===== src/rtl/nibble_serial_adder_pkg.sv =====
// Shared definitions for the nibble-serial adder: FSM encoding and slice width.
package nibble_serial_adder_pkg;

  localparam int NIB_W = 4;

  typedef enum logic [1:0] {
    IDLE = 2'd0,
    RUN  = 2'd1,
    DONE = 2'd2
  } state_t;

endpackage


===== src/rtl/nibble_serial_adder_fa4.sv =====
// Structural 4-bit ripple-carry adder built from per-bit full-adder equations.
module FA_4bit_st (
  output logic [3:0] s,
  output logic       cout,
  input  logic [3:0] a,
  input  logic [3:0] b,
  input  logic       cin
);

  logic [4:0] c;

  assign c[0] = cin;

  for (genvar i = 0; i < 4; i++) begin : g_bit
    assign s[i]   = a[i] ^ b[i] ^ c[i];
    assign c[i+1] = (a[i] & b[i]) | (c[i] & (a[i] ^ b[i]));
  end

  assign cout = c[4];

endmodule


===== src/rtl/nibble_serial_adder.sv =====
// Wide adder that streams operands through one 4-bit adder, LS nibble first,
// with a registered carry between nibble cycles and valid/ready on both sides.
module nibble_serial_adder
  import nibble_serial_adder_pkg::*;
#(
  parameter int NIBBLES = 4
) (
  input  logic                    clk,
  input  logic                    rst,
  input  logic                    in_valid,
  output logic                    in_ready,
  input  logic [NIB_W*NIBBLES-1:0] a,
  input  logic [NIB_W*NIBBLES-1:0] b,
  input  logic                    cin,
  output logic                    out_valid,
  input  logic                    out_ready,
  output logic [NIB_W*NIBBLES-1:0] sum,
  output logic                    cout
);

  localparam int W     = NIB_W * NIBBLES;
  localparam int CNT_W = (NIBBLES > 1) ? $clog2(NIBBLES) : 1;

  state_t           state, state_nxt;
  logic [W-1:0]     a_sh, b_sh, sum_sh, sum_nxt;
  logic             carry;
  logic [CNT_W-1:0] cnt;
  logic [NIB_W-1:0] s_nib;
  logic             c_nib;
  logic             accept, last;

  FA_4bit_st u_fa (
    .s   (s_nib),
    .cout(c_nib),
    .a   (a_sh[NIB_W-1:0]),
    .b   (b_sh[NIB_W-1:0]),
    .cin (carry)
  );

  // New nibble enters the sum register from the top so it ends up LS-aligned.
  if (NIBBLES == 1) begin : g_one
    assign sum_nxt = s_nib;
  end else begin : g_multi
    assign sum_nxt = {s_nib, sum_sh[W-1:NIB_W]};
  end

  assign last      = (cnt == CNT_W'(NIBBLES - 1));
  assign accept    = in_valid && in_ready;
  assign out_valid = (state == DONE);
  assign sum       = sum_sh;
  assign cout      = carry;

  always_comb begin
    state_nxt = state;
    in_ready  = 1'b0;
    case (state)
      IDLE: begin
        in_ready = 1'b1;
        if (in_valid) state_nxt = RUN;
      end
      RUN: begin
        if (last) state_nxt = DONE;
      end
      DONE: begin
        // Consuming edge may also accept the next operands.
        in_ready = out_ready;
        if (out_ready) state_nxt = in_valid ? RUN : IDLE;
      end
      default: state_nxt = IDLE;
    endcase
  end

  always_ff @(posedge clk or posedge rst) begin
    if (rst) begin
      state  <= IDLE;
      cnt    <= '0;
      carry  <= 1'b0;
      sum_sh <= '0;
    end else begin
      state <= state_nxt;
      if (accept) begin
        carry <= cin;
        cnt   <= '0;
      end else if (state == RUN) begin
        sum_sh <= sum_nxt;
        carry  <= c_nib;
        cnt    <= cnt + 1'b1;
      end
    end
  end

  // Operand shift registers carry no state worth resetting.
  always_ff @(posedge clk) begin
    if (accept) begin
      a_sh <= a;
      b_sh <= b;
    end else if (state == RUN) begin
      a_sh <= a_sh >> NIB_W;
      b_sh <= b_sh >> NIB_W;
    end
  end

endmodule


===== config.mk =====
export PLATFORM = sky130hd
export DESIGN_NAME = nibble_serial_adder
export DESIGN_NICKNAME = d
export VERILOG_FILES = /design/src/rtl/nibble_serial_adder_pkg.sv /design/src/rtl/nibble_serial_adder_fa4.sv /design/src/rtl/nibble_serial_adder.sv
export SDC_FILE = /design/constraint.sdc
export NUM_CORES = 1
export LEC_CHECK = 0
export ABC_AREA = 1
export CAP_MARGIN = 15
export CORE_MARGIN = 2
export CORE_UTILIZATION = 50
export CTS_BUF_LIST = sky130_fd_sc_hd__clkbuf_2
export CTS_CLUSTER_DIAMETER = 40
export DETAILED_ROUTE_END_ITERATION = 6
export DONT_BUFFER_PORTS = 1
export PLACE_DENSITY_LB_ADDON = 0.3
export SLEW_MARGIN = 10
export SYNTH_ARGS = -nofsm -noshare
export SYNTH_HDL_FRONTEND = slang
export SYNTH_SLANG_ARGS = --single-unit

===== constraint.sdc =====
create_clock -name clk -period 3.45 [get_ports clk]
set_clock_uncertainty 0.05 [all_clocks]
set_input_delay 0 -clock clk [delete_from_list [all_inputs] [get_ports clk]]
set_output_delay 0 -clock clk [all_outputs]
set_load 0.1 [all_outputs]

; ---- Yosys cells after proc, flatten, opt, wreduce, memory -nomap -nowiden
; Index checks and enable logic that the tools add are counted.
[word_totals]
wordCells = 53
regBits = 53
[classes]
n_addsub = 1
eq_ne = 6
muxes = 14
bitwise = 21
reduce_logical = 5
[op_table]
columns = cell, count
row1 = $mux 16, 4
row2 = $mux 2, 5
row3 = $and 1x1->1, 8
row4 = $xor 1x1->1, 8
row5 = $pmux 2 s3, 1
row6 = $eq 2x2->1 const B, 2
row7 = $ne 2x2->1 const B, 2
row8 = $or 1x1->1, 4
row9 = $mux 1, 3
row10 = $reduce_and 3->1, 1
row11 = $add 2x1->2 const B, 1
row12 = $eq 2x1->1 const B, 1
row13 = $logic_not 2->1, 1
row14 = $ne 2x1->1 const B, 1
row15 = $pmux 1 s2, 1
row16 = $reduce_and 2->1, 1
row17 = $reduce_bool 2->1, 1
row18 = $logic_and 1x1->1, 1
row19 = $not 1->1, 1

; ---- Depth between registers and ports, before layout
; Gate-level depths: netlist of the first run.
[logic_depth]
ltp_word = 11
depth_mapped = 12
ltp_nobuf = 12

; ---- Cells and area by module
; From an unflattened synthesis of the first run, not the netlist that was laid out.
[unflattened]
hier_cells = 245
hier_area_um2 = 2358.5
[by_module_without_submodules]
columns = module, area_each_um2, cells_per_inst, n_inst, seq_area_each_um2
row1 = nibble_serial_adder, 2240.9, 231, 1, 1486.4
row2 = FA_4bit_st, 117.6, 14, 1, 0.0

; ---- Least setup slack after synthesis of the first run
; OpenSTA, ideal clock, no wires.
[synth_path]
path_kind = reg2reg
startpoint = register carry (netlist: cout)
endpoint = register sum_sh[15] (netlist: sum[15])
synth_period_minus_slack_ns = 2.625
arrival_ns = 2.493
setup_time_ns = 0.083
required_ns = 3.317
n_path_buf = 0
path_stages_with_launch = 9
path_slack_ns = 0.825
path_cell_list = dfrtp_1 > fa_1 > inv_1 > fa_1 > inv_1 > fa_1 > inv_1 > fa_1 > o21ai_0
[synth_via]
elab_chain_cells = 7
[synth_lines]
columns = item, line_no
row1 = "start, declared", nibble_serial_adder.sv:26  ; logic carry;
row2 = "start signal, assigned", nibble_serial_adder.sv:82  ; carry <= cin;
row3 = "start signal, assigned", nibble_serial_adder.sv:86  ; carry <= c_nib;
row4 = $and 1x1->1, nibble_serial_adder_fa4.sv:16  ; assign c[i+1] = (a[i] & b[i]) | (c[i] & (a[i] ^ b[i]));
row5 = $or 1x1->1, nibble_serial_adder_fa4.sv:16
row6 = $and 1x1->1, nibble_serial_adder_fa4.sv:16
row7 = $or 1x1->1, nibble_serial_adder_fa4.sv:16
row8 = $and 1x1->1, nibble_serial_adder_fa4.sv:16
row9 = $or 1x1->1, nibble_serial_adder_fa4.sv:16
row10 = $xor 1x1->1, nibble_serial_adder_fa4.sv:15  ; assign s[i] = a[i] ^ b[i] ^ c[i];
row11 = "end signal, assigned", nibble_serial_adder.sv:85  ; sum_sh <= sum_nxt;
row12 = "end, declared", nibble_serial_adder.sv:25  ; logic [W-1:0] a_sh, b_sh, sum_sh, sum_nxt;
; Every way passes these cells.
; A chain may end at the register's enable or synchronous reset.

; ---- Worst setup path in the final report of the first run
[layout_path]
startpoint = register state[0]
endpoint = register a_sh[13], enable pin
[layout_via]
elab_chain_cells = 4
word_cells_on_any_way = 6
classes_between = eq/ne: 2 / mux: 1 / reduce/logical: 3
[layout_lines]
columns = item, line_no
row1 = "start, declared", nibble_serial_adder.sv:24  ; state_t state, state_nxt;
row2 = "start signal, assigned", nibble_serial_adder.sv:80  ; state <= state_nxt;
row3 = $eq 2x2->1 / $logic_not 2->1 (equally long branches), nibble_serial_adder.sv:56  ; case (state)
row4 = $pmux 1 s2, nibble_serial_adder.sv:56
row5 = $logic_and 1x1->1, nibble_serial_adder.sv:48  ; assign accept = in_valid && in_ready;
row6 = $reduce_bool 2->1 (no source line) *, n/a
row7 = "end signal, assigned", nibble_serial_adder.sv:98  ; a_sh <= a_sh >> NIB_W;
row8 = "end, declared", nibble_serial_adder.sv:25
; Every way passes the cells marked *; elsewhere a longest branch is shown, timed or not.

==> metrics.md, run 1 <==
| Metric | Value |
|---|---|
| Drt via density | 5.120 |
| Core footprint | 4414 sq um |
| CTS clk-pin slew, worst paths | 240 ps |
| Initial DRC Count | 94 |
| Tcrit/Tclk final | 72.92% |
| Area leader, netlist | edfxtp_1 |
| Simple-Gate Fraction of Synth Area | 24.74% |
| DIE HEIGHT | 72.21 um |
| Total CTS buffers | 5 |
| Post-route ant nets | 0 |
| Global-route wire length before repair | 7300 um |
| Total gr overflow | 0 |
| WHS Path Cells | 4 |
| Initial Utilization | 52.69% |
| Nets@finish | 322 |
| Final Hold Fails | 0 |
| Sequential share of the synthesized area | 63.91% |
| Slew margin rel. | 20.62% |
| Status | complete, no violations |
| Initial antenna violation count | 0 |
| Hpwl dp | 2655 um |
| Kind of critical path | register to register |
| # setup viols final | 0 |
| CP Data Required Time | 3530 ps |
| Chip width | 72.21 um |
| GRT Overall Usage | 18.47% |
| Synthesized net count | 279 |
| Worst setup SP type | register |
| Worst path arrival time | 2600 ps |
| Register-to-Register Path Depth | 4 |
| Avg Cell Area, Syn | 9.814 sq um |
| Drt first pass iters | 4 |
| Adder-Cell Fraction of Synth Area | 3.981% |
| Vias post-DR | 1705 |
| CTS Sinks | 53 |
| Vias in the first global route | 1722 |
| Largest family of logic cells by synthesized area | simple AND/OR/NAND/NOR gates |
| Post-synthesis cell area | 2326 sq um |
| Crit end category | register |
| Crit path time final | 2516 ps |
| Ports | 56 |
| Setup tns final | 0 ps |
| Multiplexer area fraction after synthesis | 0% |
| Yosys cell types | 17 |
| Deepest clock path buffer count | 2 |
| Syn-to-layout area delta | 22.32% |
| Worst-margin pin slew | 1191 ps |
| Max Freq | 0.3975 GHz |
| Root buffer cell | clkbuf_2 |
| Share of the synthesized area in the top cell type | 41.31% |
| Routed len/inst | 13.20 um |
| ANT cells | 0 |
| Synthesized flop and latch total | 53 |
| Slew Limit Fails | 0 |
| Row count | 24 |
| Critical path peak fanout | 37 |
| Number of gates resized after cts | 0 |
| H-tree depth | 2 |
| Largest net degree at the start of global routing | 38 |
| Compound-gate portion of the synthesized area | 1.506% |
| WL final | 4397 um |
| Die Area | 5214 sq um |
| RSZ-0062 raised after global routing | false |
| Layout cells sized above 1 | 6.050% |
| Synth warnings | 0 |
| DRC violations left | 0 |
| TritonCTS clock tree | done |
| Routability cong. | 0.7670 |
| Cell count after synthesis | 237 |
| Post-Synth XOR/XNOR Area | 0% |
| Max_cap viols | 0 |
| Clock latency at the later pin of the worst-skew pair | 420 ps |
| Hold WC Path Type | input port to register |
| Dominant cells by area after synthesis | edfxtp_1 (41%), dfrtp_1 (23%), nand2_1 (16%), nand3_1 (5.8%), fa_1 (3.4%) |
| I/O Buffers | 0 |
synthesized netlist by cell type:
library cell  number
nand2_1           97
edfxtp_1          32
nand3_1           27
dfrtp_1           21
inv_1             21
nor2_1            11
buf_2              7
o21ai_0            6
fa_1               4
clkbuf_1           2
inv_2              2
nand2_2            2
a21oi_1            1
buf_4              1
ha_1               1
nand2_4            1
nor2_4             1
through the flow:
step	std cells	worst slack, ps	utilization (%)	cell area (sq um)	hold slack [ps]
after floorplan	237	824.8	-	2326	-73.47
after global placement	281	1010	53.51	2362	20.97
after detailed placement	281	968.5	53.51	2362	21.89
after CTS	333	941.6	64.46	2845	4.920
final	333	934.2	64.46	2845	11.58
after global routing	333	745.7	64.46	2845	0.1808
per-layer routing:
layer | global-route usage, % | part of all wire (%) | up-vias
met3 | 5.556 | 5.8 | 8
met1 | 19.10 | 38 | 810
met2 | 35.07 | 54 | 51
met4 | 6.289 | 2.0 | 0
met5 | 0 | 0 | -
li1 | - | - | 836
registers in the layout, summed over array words and instances (netlist names):
signal / cells
a_sh: 16
b_sh: 16
cnt: 2
cout: 1
state: 2
sum: 16
logic make-up (layout without fill, tap and decap cells):
kind of cell | Yosys count | count (layout)
simple gates | 139 | 139
flops | 53 | 53
buf+inv | 33 | 77
compound gates | 7 | 7
fa+ha+maj | 5 | 5
cell type report:
class                           instances  area (sq um)
Multi-Input combinational cell        151         709.4
Timing Repair Buffer                   46         455.4
Fill cell                             348          1569
Tap cell                               52         65.06
Sequential cell                        53          1486
Clock buffer                            5         25.02
Inverter                               23         86.33
Clock inverter                          3         17.52
layout by cell type, fill, tap and decap left out, drive strengths merged:
cell / instances
fa: 4
clkbuf: 5
buf: 2
edfxtp: 32
nand2: 100
nor2: 12
dlygate4sd3: 44
a21oi: 1
ha: 1
clkinvlp: 1
o21ai: 6
nand3: 27
dfrtp: 21
clkinv: 2
inv: 23
final timing paths:
kind	slack, ps	to	startpoint
worst max-delay path	930	a_sh[13]$_SDFFCE_PN0P_	state[0]$_DFFE_PP0P_
worst min-delay path	10	b_sh[5]$_DFFE_PP_	in_valid
worst max register to register	930	a_sh[13]$_SDFFCE_PN0P_	state[0]$_DFFE_PP0P_
worst min register to register	490	a_sh[5]$_DFFE_PP_	a_sh[9]$_DFFE_PP_
max in group asynchronous	2810	sum[11]$_DFFE_PP0P_	rst
min in group asynchronous	60	state[1]$_DFFE_PP0P_	rst
what timing repair did:
action,in CTS,in global routing
hold buffers,44,0
endpoints found under the hold margin,54,0
setup buffers,0,0
worst max-delay path, cell delays in order (launching register included):
cell	delay, ps
dfrtp_1	520
nor2_4	510
nand2_4	380
nand2_1	400
buf_4	370
Power of run 1 is left out: the tool's default activity adds up to more than one toggle a clock period on the data nets, which glitch-free logic cannot reach.
==> inputs of run 2 (changes only) <==
==> constraint.sdc (replaced) <==
create_clock -name clk -period 2.53 [get_ports clk]
set_clock_uncertainty 0.05 [all_clocks]
set_input_delay 0 -clock clk [delete_from_list [all_inputs] [get_ports clk]]
set_output_delay 0 -clock clk [all_outputs]
set_load 0.1 [all_outputs]
==> run 2 against run 1 <==
Register-to-register slack lost 670 ps. Critical path depth grew 4. Largest cell class unchanged. Sequential share of layout area shrank 0.88 points. Routed wire length grew 3.2%. Utilization grew 1.2 points. Non-clock buffer count grew 10. Global-route usage grew 0.48 points. Worst hold slack gained 69 ps. Clock-buffer cell count grew 3. Fmax grew 11%. First-iteration DRC count shrank 33%. Die area is the same.
==> metrics.md, run 2 (synthesis gave the netlist of run 1 again) <==
| Metric | Value |
|---|---|
| Status | complete, no violations (unchanged) |
| RR Endpoint | sum[15]$_DFFE_PP0P_ (was a_sh[13]$_SDFFCE_PN0P_) |
| Syn-to-layout area delta | 24.53% (was 22.32%) |
| I/O Buffers | 0 (unchanged) |
| Critical Path Source | a_sh[0]$_DFFE_PP_ (was state[0]$_DFFE_PP0P_) |
| Max Freq | 0.4414 GHz (was 0.3975 GHz) |
| Chip width | 72.21 um (unchanged) |
| RSZ-0062 raised after global routing | false (unchanged) |
| Drt via density | 5.055 (was 5.120) |
| Deepest clock path buffer count | 2 (unchanged) |
| H-tree depth | 2 (unchanged) |
| Global-route wire length before repair | 7583 um (was 7300 um) |
| Critical path peak fanout | 1 (was 37) |
| Nets@finish | 332 (was 322) |
| # setup viols final | 0 (unchanged) |
| Post-route ant nets | 0 (unchanged) |
| Hold WC Path Type | input port to asynchronous set/reset pin (was input port to register) |
| Initial Utilization | 52.69% (unchanged) |
| DRC violations left | 0 (unchanged) |
| Vias post-DR | 1739 (was 1705) |
| Largest net degree at the start of global routing | 38 (unchanged) |
| Root buffer cell | clkbuf_2 (unchanged) |
| Layout cells sized above 1 | 13.40% (was 6.050%) |
| Finished Layout Cells | 344 (was 333) |
| WL final | 4539 um (was 4397 um) |
| Clock latency at the later pin of the worst-skew pair | 410 ps (was 420 ps) |
| Setup tns final | 0 ps (unchanged) |
| Drt first pass iters | 5 (was 4) |
| Commonest non-fill, non-tap cell in the layout | nand2_1 (unchanged) |
| Most frequent cells in the layout | nand2_1 (97), dlygate4sd3_1 (34), edfxtp_1 (32), nand3_1 (27), buf_4 (22) (was nand2_1 (97), dlygate4sd3_1 (44), edfxtp_1 (32), nand3_1 (27)) |
| Post-CTS Setup Bufs | 0 (unchanged) |
| CTS clk-pin slew, worst paths | 230 ps (was 240 ps) |
| M3 GR Usage | 5.000% (was 5.556%) |
| Ports | 56 (unchanged) |
| Register-to-Register Path Depth | 8 (was 4) |
| Routability cong. | 0.7512 (was 0.7670) |
| Final Hold Fails | 0 (unchanged) |
| Total gr overflow | 0 (unchanged) |
| GR peak layer | met2 (unchanged) |
| Crit end category | register (unchanged) |
| Routed len/inst | 13.19 um (was 13.20 um) |
| Met2 Resource Use GR | 33.44% (was 35.07%) |
| Worst-margin pin slew | 792.1 ps (was 1191 ps) |
| Slew Limit Fails | 0 (unchanged) |
| Initial DRC Count | 63 (was 94) |
| Vias in the first global route | 1677 (was 1722) |
| TritonCTS clock tree | done (unchanged) |
| Slew margin rel. | 47.14% (was 20.62%) |
| Kind of critical path | register to register (unchanged) |
| Crit path time final | 2266 ps (was 2516 ps) |
| Placed instance count | 301 (was 281) |
| CTS Sinks | 53 (unchanged) |
| GRT Overall Usage | 18.95% (was 18.47%) |
| DIE HEIGHT | 72.21 um (unchanged) |
| Worst setup SP type | register (unchanged) |
| Finished Core Util | 65.62% (was 64.46%) |
| Met1 usage | 21.91% (was 19.10%) |
| CP Data Required Time | 2820 ps (was 3530 ps) |
| Row count | 24 (unchanged) |
| Total CTS buffers | 5 (unchanged) |
| Core footprint | 4414 sq um (unchanged) |
| R2R Setup Slk | 260 ps (was 930 ps) |
| Max_cap viols | 0 (unchanged) |
| Critical R2R Launch | a_sh[0]$_DFFE_PP_ (was state[0]$_DFFE_PP0P_) |
| Die Area | 5214 sq um (unchanged) |
| Final hold slack | 80.37 ps (was 11.58 ps) |
| Worst path arrival time | 2560 ps (was 2600 ps) |
| Hpwl dp | 2670 um (was 2655 um) |
| Tcrit/Tclk final | 89.55% (was 72.92%) |
| Initial antenna violation count | 0 (unchanged) |
==> run 2: repair_timing <==
item,in CTS,in global routing
hold buffers,34,0
resized for setup,0,0
hold endpoints to repair,54,0
==> run 2: final cells by class <==
class | instances | area, sq um
repair buffers | 56 | 505.5
flip-flops and latches | 53 | 1488
inverters | 23 | 86.33
multi-input cells | 151 | 709.4
diodes | 1 | 2.502
well taps | 52 | 65.06
clock buffers | 8 | 40.04
fillers | 355 | 1518
==> run 2: how the worst max path moves through the flow <==
| stage | to | slack [ps] | cells after the start |
|---|---|---|---|
| 2_1_floorplan | sum[15]$_DFFE_PP0P_ | 130 | 8 |
| 3_3_place_gp | sum[15]$_DFFE_PP0P_ | 360 | 8 |
| 3_5_place_dp | sum[15]$_DFFE_PP0P_ | 280 | 8 |
| 4_1_cts | sum[15]$_DFFE_PP0P_ | 250 | 8 |
| 5_1_grt | sum[15]$_DFFE_PP0P_ | 140 | 8 |
| 6_report | sum[15]$_DFFE_PP0P_ | 260 | 8 |
==> run 2: worst max-delay path, cell delays in order, from the launching register on <==
cell,delay [ps]
edfxtp_1,460
fa_1,400
inv_1,80
fa_1,160
inv_1,50
fa_1,340
inv_1,70
fa_1,390
o21ai_0,190
==> run 2: per-layer routing <==
layer | vias up | part of all wire [%]
met5 | - | 0
met4 | 0 | 2.0
met3 | 12 | 5.6
met2 | 57 | 54
met1 | 817 | 38
li1 | 853 | -
==> run 2: metrics by stage <==
step | instance area, sq um | worst slack [ps]
after floorplan | 2327 | 132.7
after global placement | 2514 | 363.5
after detailed placement | 2514 | 275.7
after CTS | 2894 | 245.6
after global routing | 2894 | 136.0
final | 2897 | 264.3
Power of run 2 is left out for the same reason.
